$ cat config.mk
export PLATFORM = sky130hd
export DESIGN_NAME = pipeline_hazard_ctrl
export DESIGN_NICKNAME = d
export VERILOG_FILES = /design/src/rtl/pipe_ctrl_pkg.sv /design/src/rtl/hazard_watchdog.sv /design/src/rtl/pipeline_hazard_ctrl.sv
export SDC_FILE = /design/constraint.sdc
export NUM_CORES = 1
export LEC_CHECK = 0
export BUFFER_PORTS_ARGS = -buffer_cell sky130_fd_sc_hd__buf_4
export CAP_MARGIN = 20
export CELL_PAD_IN_SITES_DETAIL_PLACEMENT = 0
export CELL_PAD_IN_SITES_GLOBAL_PLACEMENT = 1
export CORE_MARGIN = 4
export CORE_UTILIZATION = 36
export CTS_BUF_LIST = sky130_fd_sc_hd__clkbuf_4 sky130_fd_sc_hd__clkbuf_8
export DETAILED_ROUTE_END_ITERATION = 6
export GPL_TIMING_DRIVEN = 0
export PLACE_DENSITY = 0.81
export SLEW_MARGIN = 10
export SYNTH_ARGS = -nofsm -noshare
export SYNTH_HDL_FRONTEND = slang
export SYNTH_SLANG_ARGS = --single-unit
export TNS_END_PERCENT = 1
$ cat constraint.sdc
create_clock -name Clk -period 2.05 [get_ports Clk]
set_input_delay 0.1025 -clock Clk [delete_from_list [all_inputs] [get_ports Clk]]
set_output_delay 0.1025 -clock Clk [all_outputs]
set_load 0.005 [all_outputs]
$ cat src/rtl/pipe_ctrl_pkg.sv
// Shared definitions for the pipeline hazard controller: FSM state encoding
// and the hard-wired zero register specifier.
package pipe_ctrl_pkg;

  localparam logic [1:0] ST_RUN      = 2'd0;
  localparam logic [1:0] ST_FREEZE   = 2'd1;
  localparam logic [1:0] ST_REDIRECT = 2'd2;

  localparam logic [4:0] REG_ZERO = 5'd0;

  typedef enum logic [1:0] {
    RUN      = ST_RUN,
    FREEZE   = ST_FREEZE,
    REDIRECT = ST_REDIRECT
  } state_t;

endpackage

$ cat src/rtl/hazard_watchdog.sv
// Busy watchdog: counts consecutive data-memory busy cycles (saturating at
// TIMEOUT_CYC) and raises a sticky error once the limit is reached.
module hazard_watchdog #(
  parameter int TIMEOUT_CYC = 255,
  parameter int TO_CNT_W    = 8
) (
  input  logic Clk,
  input  logic Reset_n,
  input  logic count_en,
  output logic timeout_err
);

  localparam logic [TO_CNT_W-1:0] LIMIT = TO_CNT_W'(TIMEOUT_CYC);

  logic [TO_CNT_W-1:0] count;
  logic [TO_CNT_W-1:0] count_next;

  // Next count: cleared as soon as memory is ready, otherwise step toward the limit and hold there.
  always_comb begin
    count_next = count;
    if (!count_en) begin
      count_next = '0;
    end else if (count != LIMIT) begin
      count_next = count + 1'b1;
    end
  end

  // Counter register plus sticky error; only reset can clear the error.
  always_ff @(posedge Clk or negedge Reset_n) begin
    if (!Reset_n) begin
      count       <= '0;
      timeout_err <= 1'b0;
    end else begin
      count <= count_next;
      if (count_en && (count_next == LIMIT)) begin
        timeout_err <= 1'b1;
      end
    end
  end

endmodule

$ cat src/rtl/pipeline_hazard_ctrl.sv
// Stall/flush sequencer for the 5-stage pipeline: load-use stalls, taken-branch
// squash and whole-pipeline freeze while data memory is busy.
// Optional feature macro: HAZARD_PERF_CNT_EN adds Stall_Cnt / Flush_Cnt.
module pipeline_hazard_ctrl
  import pipe_ctrl_pkg::*;
#(
  parameter int REG_ADDR_W  = 5,
  parameter int TIMEOUT_CYC = 255,
  parameter int TO_CNT_W    = 8
) (
  input  logic                  Clk,
  input  logic                  Reset_n,
  input  logic                  ID_Valid,
  input  logic [REG_ADDR_W-1:0] ID_Rs,
  input  logic [REG_ADDR_W-1:0] ID_Rt,
  input  logic                  ID_UsesRt,
  input  logic                  EX_MemRead,
  input  logic [REG_ADDR_W-1:0] EX_Rt,
  input  logic                  PCSrc,
  input  logic                  Mem_Busy,
  output logic                  PCWrite,
  output logic                  IFIDWrite,
  output logic                  IDEX_Bubble,
  output logic                  IFID_Flush,
  output logic                  EXMEM_Flush,
  output logic                  Pipe_Freeze,
`ifdef HAZARD_PERF_CNT_EN
  output logic [31:0]           Stall_Cnt,
  output logic [31:0]           Flush_Cnt,
`endif
  output logic                  Timeout_Err
);

  localparam logic [REG_ADDR_W-1:0] ZERO_REG = REG_ADDR_W'(REG_ZERO);

  state_t state_q;
  state_t state_d;
  logic   in_redirect;
  logic   eff_valid;
  logic   lu_hit;
  logic   lu_stall;
  logic   flush_take;

  // Load-use detection; the refetched slot right after a redirect is never treated as valid.
  always_comb begin
    in_redirect = (state_q == REDIRECT);
    eff_valid   = ID_Valid && !in_redirect;
    lu_hit      = EX_MemRead && eff_valid && (EX_Rt != ZERO_REG) &&
                  ((EX_Rt == ID_Rs) || (ID_UsesRt && (EX_Rt == ID_Rt)));
  end

  // Next-state and same-cycle output decode; priority is busy, then branch, then load-use.
  always_comb begin
    state_d     = RUN;
    PCWrite     = 1'b1;
    IFIDWrite   = 1'b1;
    IDEX_Bubble = 1'b0;
    IFID_Flush  = 1'b0;
    EXMEM_Flush = 1'b0;
    Pipe_Freeze = 1'b0;
    lu_stall    = 1'b0;
    flush_take  = 1'b0;
    if (!Reset_n) begin
      state_d = RUN;
    end else if (Mem_Busy) begin
      Pipe_Freeze = 1'b1;
      PCWrite     = 1'b0;
      IFIDWrite   = 1'b0;
      state_d     = FREEZE;
    end else if (PCSrc && !in_redirect) begin
      IFID_Flush  = 1'b1;
      IDEX_Bubble = 1'b1;
      EXMEM_Flush = 1'b1;
      flush_take  = 1'b1;
      state_d     = REDIRECT;
    end else if (lu_hit) begin
      PCWrite     = 1'b0;
      IFIDWrite   = 1'b0;
      IDEX_Bubble = 1'b1;
      lu_stall    = 1'b1;
      state_d     = RUN;
    end
  end

  // State register; an asynchronous reset drops straight back to RUN.
  always_ff @(posedge Clk or negedge Reset_n) begin
    if (!Reset_n) begin
      state_q <= RUN;
    end else begin
      state_q <= state_d;
    end
  end

  hazard_watchdog #(
    .TIMEOUT_CYC (TIMEOUT_CYC),
    .TO_CNT_W    (TO_CNT_W)
  ) u_watchdog (
    .Clk         (Clk),
    .Reset_n     (Reset_n),
    .count_en    (Mem_Busy),
    .timeout_err (Timeout_Err)
  );

`ifdef HAZARD_PERF_CNT_EN
  // Performance counters: stall cycles (load-use or freeze) and taken-branch flushes, wrapping.
  always_ff @(posedge Clk or negedge Reset_n) begin
    if (!Reset_n) begin
      Stall_Cnt <= '0;
      Flush_Cnt <= '0;
    end else begin
      if (lu_stall || Pipe_Freeze) begin
        Stall_Cnt <= Stall_Cnt + 32'd1;
      end
      if (flush_take) begin
        Flush_Cnt <= Flush_Cnt + 32'd1;
      end
    end
  end
`endif

endmodule

Yosys cells after proc, flatten, opt, wreduce, memory -nomap -nowiden --
Index checks and enable logic that the tools add are counted.
Storage, ports and cells: register bits 11, input port bits 22, output and inout port bits 7, word-level logic and storage cells 37
Cells by class: $add $sub $neg 1, equal/unequal tests 5, multiplexer cells 18, reduce and logical (&&, ||, !) cells 10
Operator list (count):
- two-way mux 8 bit | 2
- two-way mux 1 bit | 13
- == test 5 bit | 2
- adder 8 x 1 -> 8 bit, second input constant | 1
- == test 8 bit, second input constant | 1
- inequality test 8 bit, second input constant | 1
- logical AND 1 bit | 7
- two-way mux 2 bit | 3
- nonzero test 5 bit | 1
- == test 2 bit, second input constant | 1
- logical NOT 1 bit | 1
- logical OR 1 bit | 1

Longest topological paths before layout --
word-level depth 10, depth in mapped cells 6, depth with buffers taken out 6

Modules after synthesis --
Synthesis repeated with hierarchy kept, for this count alone.
Second synthesis, totals: cell total of the unflattened synthesis 82, area, all modules 765.7 sq um
By module, submodules not included:
- hazard_watchdog | times used 1, cells an instance 51, area each 515.5 sq um, sequential area each 225.2 sq um
- pipeline_hazard_ctrl | times used 1, cells an instance 31, area each 250.2 sq um, sequential area each 50.0 sq um

Worst setup path after synthesis --
OpenSTA, ideal clock, no wires.
path kind reg-to-reg, from reg u_watchdog.count[0], to reg u_watchdog.timeout_err, setup time 0.120 ns, arrival time 1.403 ns, required time 1.930 ns, slack 0.527 ns, cell stages (with the launch flop) 7, path buffers 0, period minus slack after synthesis 1.523 ns, path through dfrtp_1 -> ha_1 -> and3_1 -> a31oi_1 -> nor2_1 -> and2_0 -> a41o_1
Between the ends: cells in the longest elaborated chain, start to end 5, elaborated cells on any way between the ends 6, those cells by class 1 x add/sub; 2 x eq/ne; 2 x mux; 1 x reduce/logical
Ends and longest elaborated chain:
- from (decl) | line hazard_watchdog.sv:15 | logic [TO_CNT_W-1:0] count;
- from (signal assigned) | line hazard_watchdog.sv:34 | count <= count_next;
- adder 8 x 1 -> 8 bit / inequality test 8 bit (equally long branches) | line hazard_watchdog.sv:24, hazard_watchdog.sv:23
- two-way mux 8 bit * | line hazard_watchdog.sv:23 | end else if (count != LIMIT) begin
- two-way mux 8 bit * | line hazard_watchdog.sv:21 | if (!count_en) begin
- named net u_watchdog.count_next[6] | line hazard_watchdog.sv:16 | logic [TO_CNT_W-1:0] count_next;
- == test 8 bit * | line hazard_watchdog.sv:35 | if (count_en && (count_next == LIMIT)) begin
- logical AND 1 bit * | line hazard_watchdog.sv:35
- to (signal assigned) | line hazard_watchdog.sv:32 | timeout_err <= 1'b0;
- to (signal assigned) | line hazard_watchdog.sv:36 | timeout_err <= 1'b1;
- to (decl) | line hazard_watchdog.sv:10 | output logic timeout_err
Mark *: on every way through the listed nets, which the timed path passes. The rest lies on a longest branch. A chain may end at the register's enable or synchronous reset.

Final worst setup path --
Same ends and word-level chain as after synthesis.

==> key figures <==
GRT
  – Grt ovf: 0
  – Initial antenna violation count: 0
  – All-Layer GR Usage: 14.5%
  – Number of global-route vias before repair: 696
  – Global-route wire length before repair: 2980 um
  – Pin count of the biggest net entering global routing: 15

Worst setup path
  – Worst-case register-to-register setup slack: 0.39 ns
  – Kind of capture point of the worst setup path: flop
  – CP arrival: 1.88 ns
  – Sort of element at the start of the critical path: flop
  – Critical-path maximum fanout: 7
  – Required time of the worst setup path: 2.27 ns
  – Critical setup path kind: flop to flop

Floorplanning
  – Count of pins on the block boundary: 29
  – Die span in y: 52.9 um
  – Std cell rows: 15
  – Effective utilization at floorplan: 39.8%
  – Width of the die: 52.9 um
  – Placeable Area: 1820 sq um
  – Die area: 2790 sq um

Power
  – IR Drop Worst-Case VDD: 0.342 mV
  – Reported leakage power: 0.483 nW
  – Power per cell area: 493 nW/um^2

Final layout
  – Growth of design area from synthesis to finish: 37.8%
  – Antenna diode count: 0
  – Cell area after layout: 998 sq um
  – Fraction of final layout cells sized beyond drive strength 1: 38.3%
  – Layout Cells excl Fill: 132
  – Net total in the final layout: 131

Drt
  – Detailed-route wire length per cell: 13.1 um
  – Vias after detailed routing: 693
  – Average vias per placed instance: 5.25
  – DRC violations left: 0
  – DRC violation total after the first TritonRoute iteration: 5
  – Final Routed Wirelength: 1730 um
  – Remaining antenna violation count after routing: 0
  – Drt pass-1 iters: 4

Synthesis
  – Seq cells post-synth: 11
  – Post-Synthesis Cells: 75
  – Summed instance area of the synthesized netlist: 724 sq um
  – Synthesized netlist net count: 98
  – Share of cell area taken by muxes after synthesis: 0%
  – Area share of fa/ha/maj cells after synthesis: 1.73%
  – Main synth FF type: sky130_fd_sc_hd__dfrtp_1
  – Avg Synthesized Cell Area: 9.66 sq um
  – Synthesized-area fraction occupied by xor and xnor cells: 14.5%
  – Synthesis Warnings: 0
  – Share of the synthesized area in compound gates (AO/OA/AOI/OAI): 18.5%
  – Fraction of synthesized cell area taken by the top area cell type: 38.0%
  – Largest family of logic cells by synthesized area: simple AND/OR/NAND/NOR gates
  – Largest cells by area after synthesis: sky130_fd_sc_hd__dfrtp_1 (38%), sky130_fd_sc_hd__xnor2_1 (7.3%), sky130_fd_sc_hd__xor2_1 (7.3%)
  – Number of flops mapped to enable cells by yosys: 0
  – Async set-or-reset flop fraction in the synthesized netlist: 100%
  – Most area-hungry cell type in the Yosys netlist: sky130_fd_sc_hd__dfrtp_1
  – Part of the Yosys area used for sequential elements: 38.0%
  – Number of different library cells in the post-synthesis netlist: 36
  – Simple-Gate Fraction of Synth Area: 23.5%

STA
  – Final-layout worst hold slack: 0.138 ns
  – Clock tree skew after final layout: 0.000974 ns
  – Final setup violation count: 0
  – Final Max Tran Viols: 0
  – Hold Fails Final Rpt: 0
  – Slew of the pin with the lowest slew margin: 0.348 ns
  – Slew headroom: 76.7%
  – Max Clock Freq: 0.601 GHz
  – Period utilization: 81.2%
  – Crit path time final: 1.66 ns
  – Setup repair after global routing missed its margin: false
  – Sum of negative setup slack: 0 ns

Job
  – Total of max-cap violations: 0

Placed design
  – Placed cell count: 127
  – Cell area after placement: 958 sq um
  – Weighted congestion at the end of routability-driven global placement: 0.817
  – Quantity of I/O buffers inserted on ports: 27
  – Placed wire-length estimate after detailed placement: 1350 um

Clock network
  – H-tree level count: 1
  – Hold-fix buffer count after cts: 1
  – Buffer count from post-CTS setup fixing: 0
  – CTS Buffer Depth: 2
  – Register clock-pin slew on the reported worst setup and hold paths: 0.07 ns
  – CTS tree: built
  – Number of cells upsized or downsized after cts: 0
  – Sinks on the clock net: 11
  – Worst-skew pair later-pin latency: 0.27 ns
  – Cell at the root of the clock tree: sky130_fd_sc_hd__clkbuf_4
  – Cts bufs inserted: 3

Min path
  – Worst min path class: primary input to flop

Outcome
  – Result of the run: finished, final reports clean
==> power breakdown <==
group	internal (mW)	switching, mW
clock	0.0888	0.0748
combinational	0.0587	0.0383
sequential	0.223	0.00809
total	0.371	0.121
==> metrics by stage <==
stage | power (mW) | setup slack [ns] | utilization [%]
final | 0.492 | 0.386 | 54.8
after global routing | 0.525 | 0.220 | 54.8
after floorplan | 0.276 | 0.527 | -
after global placement | 0.330 | 0.405 | 52.6
after detailed placement | 0.332 | 0.404 | 52.6
after CTS | 0.501 | 0.383 | 54.8
==> flip-flops by register name, indices dropped and copies added, names as in the netlist <==
signal                  count
u_watchdog.timeout_err      1
u_watchdog.count            8
state_q                     2
==> critical path, cell delays in order (launching register included) <==
cell and delay, ns:
sky130_fd_sc_hd__dfrtp_1 0.43, sky130_fd_sc_hd__ha_1 0.31, sky130_fd_sc_hd__nand3_2 0.12, sky130_fd_sc_hd__nor2_1 0.32, sky130_fd_sc_hd__inv_2 0.10, sky130_fd_sc_hd__a21boi_2 0.16
sky130_fd_sc_hd__a41o_1 0.16
==> cells in the final DEF, fill, tap and decap left out, types with 2 or more instances in the layout <==
cell type | synthesis | final
sky130_fd_sc_hd__nand3_1 | 2 | 2
sky130_fd_sc_hd__clkbuf_4 | 0 | 4
sky130_fd_sc_hd__nand2_1 | 5 | 5
sky130_fd_sc_hd__nand3b_1 | 2 | 2
sky130_fd_sc_hd__o21ai_0 | 3 | 3
sky130_fd_sc_hd__nor2_1 | 4 | 4
sky130_fd_sc_hd__xnor2_1 | 6 | 6
sky130_fd_sc_hd__dfrtp_1 | 11 | 11
sky130_fd_sc_hd__and2_1 | 2 | 2
sky130_fd_sc_hd__and3_1 | 3 | 3
sky130_fd_sc_hd__xor2_1 | 6 | 6
sky130_fd_sc_hd__buf_4 | 2 | 29
sky130_fd_sc_hd__a31oi_1 | 3 | 3
sky130_fd_sc_hd__nand2b_1 | 2 | 2
sky130_fd_sc_hd__o211a_1 | 2 | 2
==> cell usage after synthesis, types with 2 or more instances <==
library cell,count
sky130_fd_sc_hd__dfrtp_1,11
sky130_fd_sc_hd__xnor2_1,6
sky130_fd_sc_hd__xor2_1,6
sky130_fd_sc_hd__nand2_1,5
sky130_fd_sc_hd__nor2_1,4
sky130_fd_sc_hd__a31oi_1,3
sky130_fd_sc_hd__and3_1,3
sky130_fd_sc_hd__o21ai_0,3
sky130_fd_sc_hd__and2_1,2
sky130_fd_sc_hd__buf_4,2
sky130_fd_sc_hd__nand2b_1,2
sky130_fd_sc_hd__nand3_1,2
sky130_fd_sc_hd__nand3b_1,2
sky130_fd_sc_hd__o211a_1,2
==> layer usage <==
metal,vias to the layer above,global-route usage (%),wire length [um]
met2,39,23.3,809
met1,309,17.4,668
li1,337,-,-
met5,-,0,0
met4,0,7.66,46
met3,8,4.23,204
==> path summary, 6_finish.rpt <==
kind                                   startpoint                      to  cells after the start
setup / recovery              u_watchdog.count[0]  u_watchdog.timeout_err                      6
hold / removal                              PCSrc              state_q[1]                      3
setup reg to reg              u_watchdog.count[0]  u_watchdog.timeout_err                      6
hold reg to reg            u_watchdog.timeout_err  u_watchdog.timeout_err                      1
max in group asynchronous                 Reset_n     u_watchdog.count[1]                      2
min in group asynchronous                 Reset_n              state_q[1]                      2
==> cells by family (layout without fill, tap and decap cells) <==
group	after synthesis	in the layout
compound gates	17	17
xor+xnor	12	12
fa+ha+maj	1	1
buf+inv	5	37
flops	11	11
simple gates	29	29
==> area by class of cell <==
cell class / instances / area [sq um]
plain buffers: 3 / 20.0
flip-flops and latches: 11 / 275
clock buffers: 4 / 30.0
inverters: 2 / 7.51
fillers: 171 / 822
well taps: 25 / 31.3
multi-input cells: 59 / 422
repair buffers: 28 / 213
Note: power is estimated with default switching activity, not from simulation.
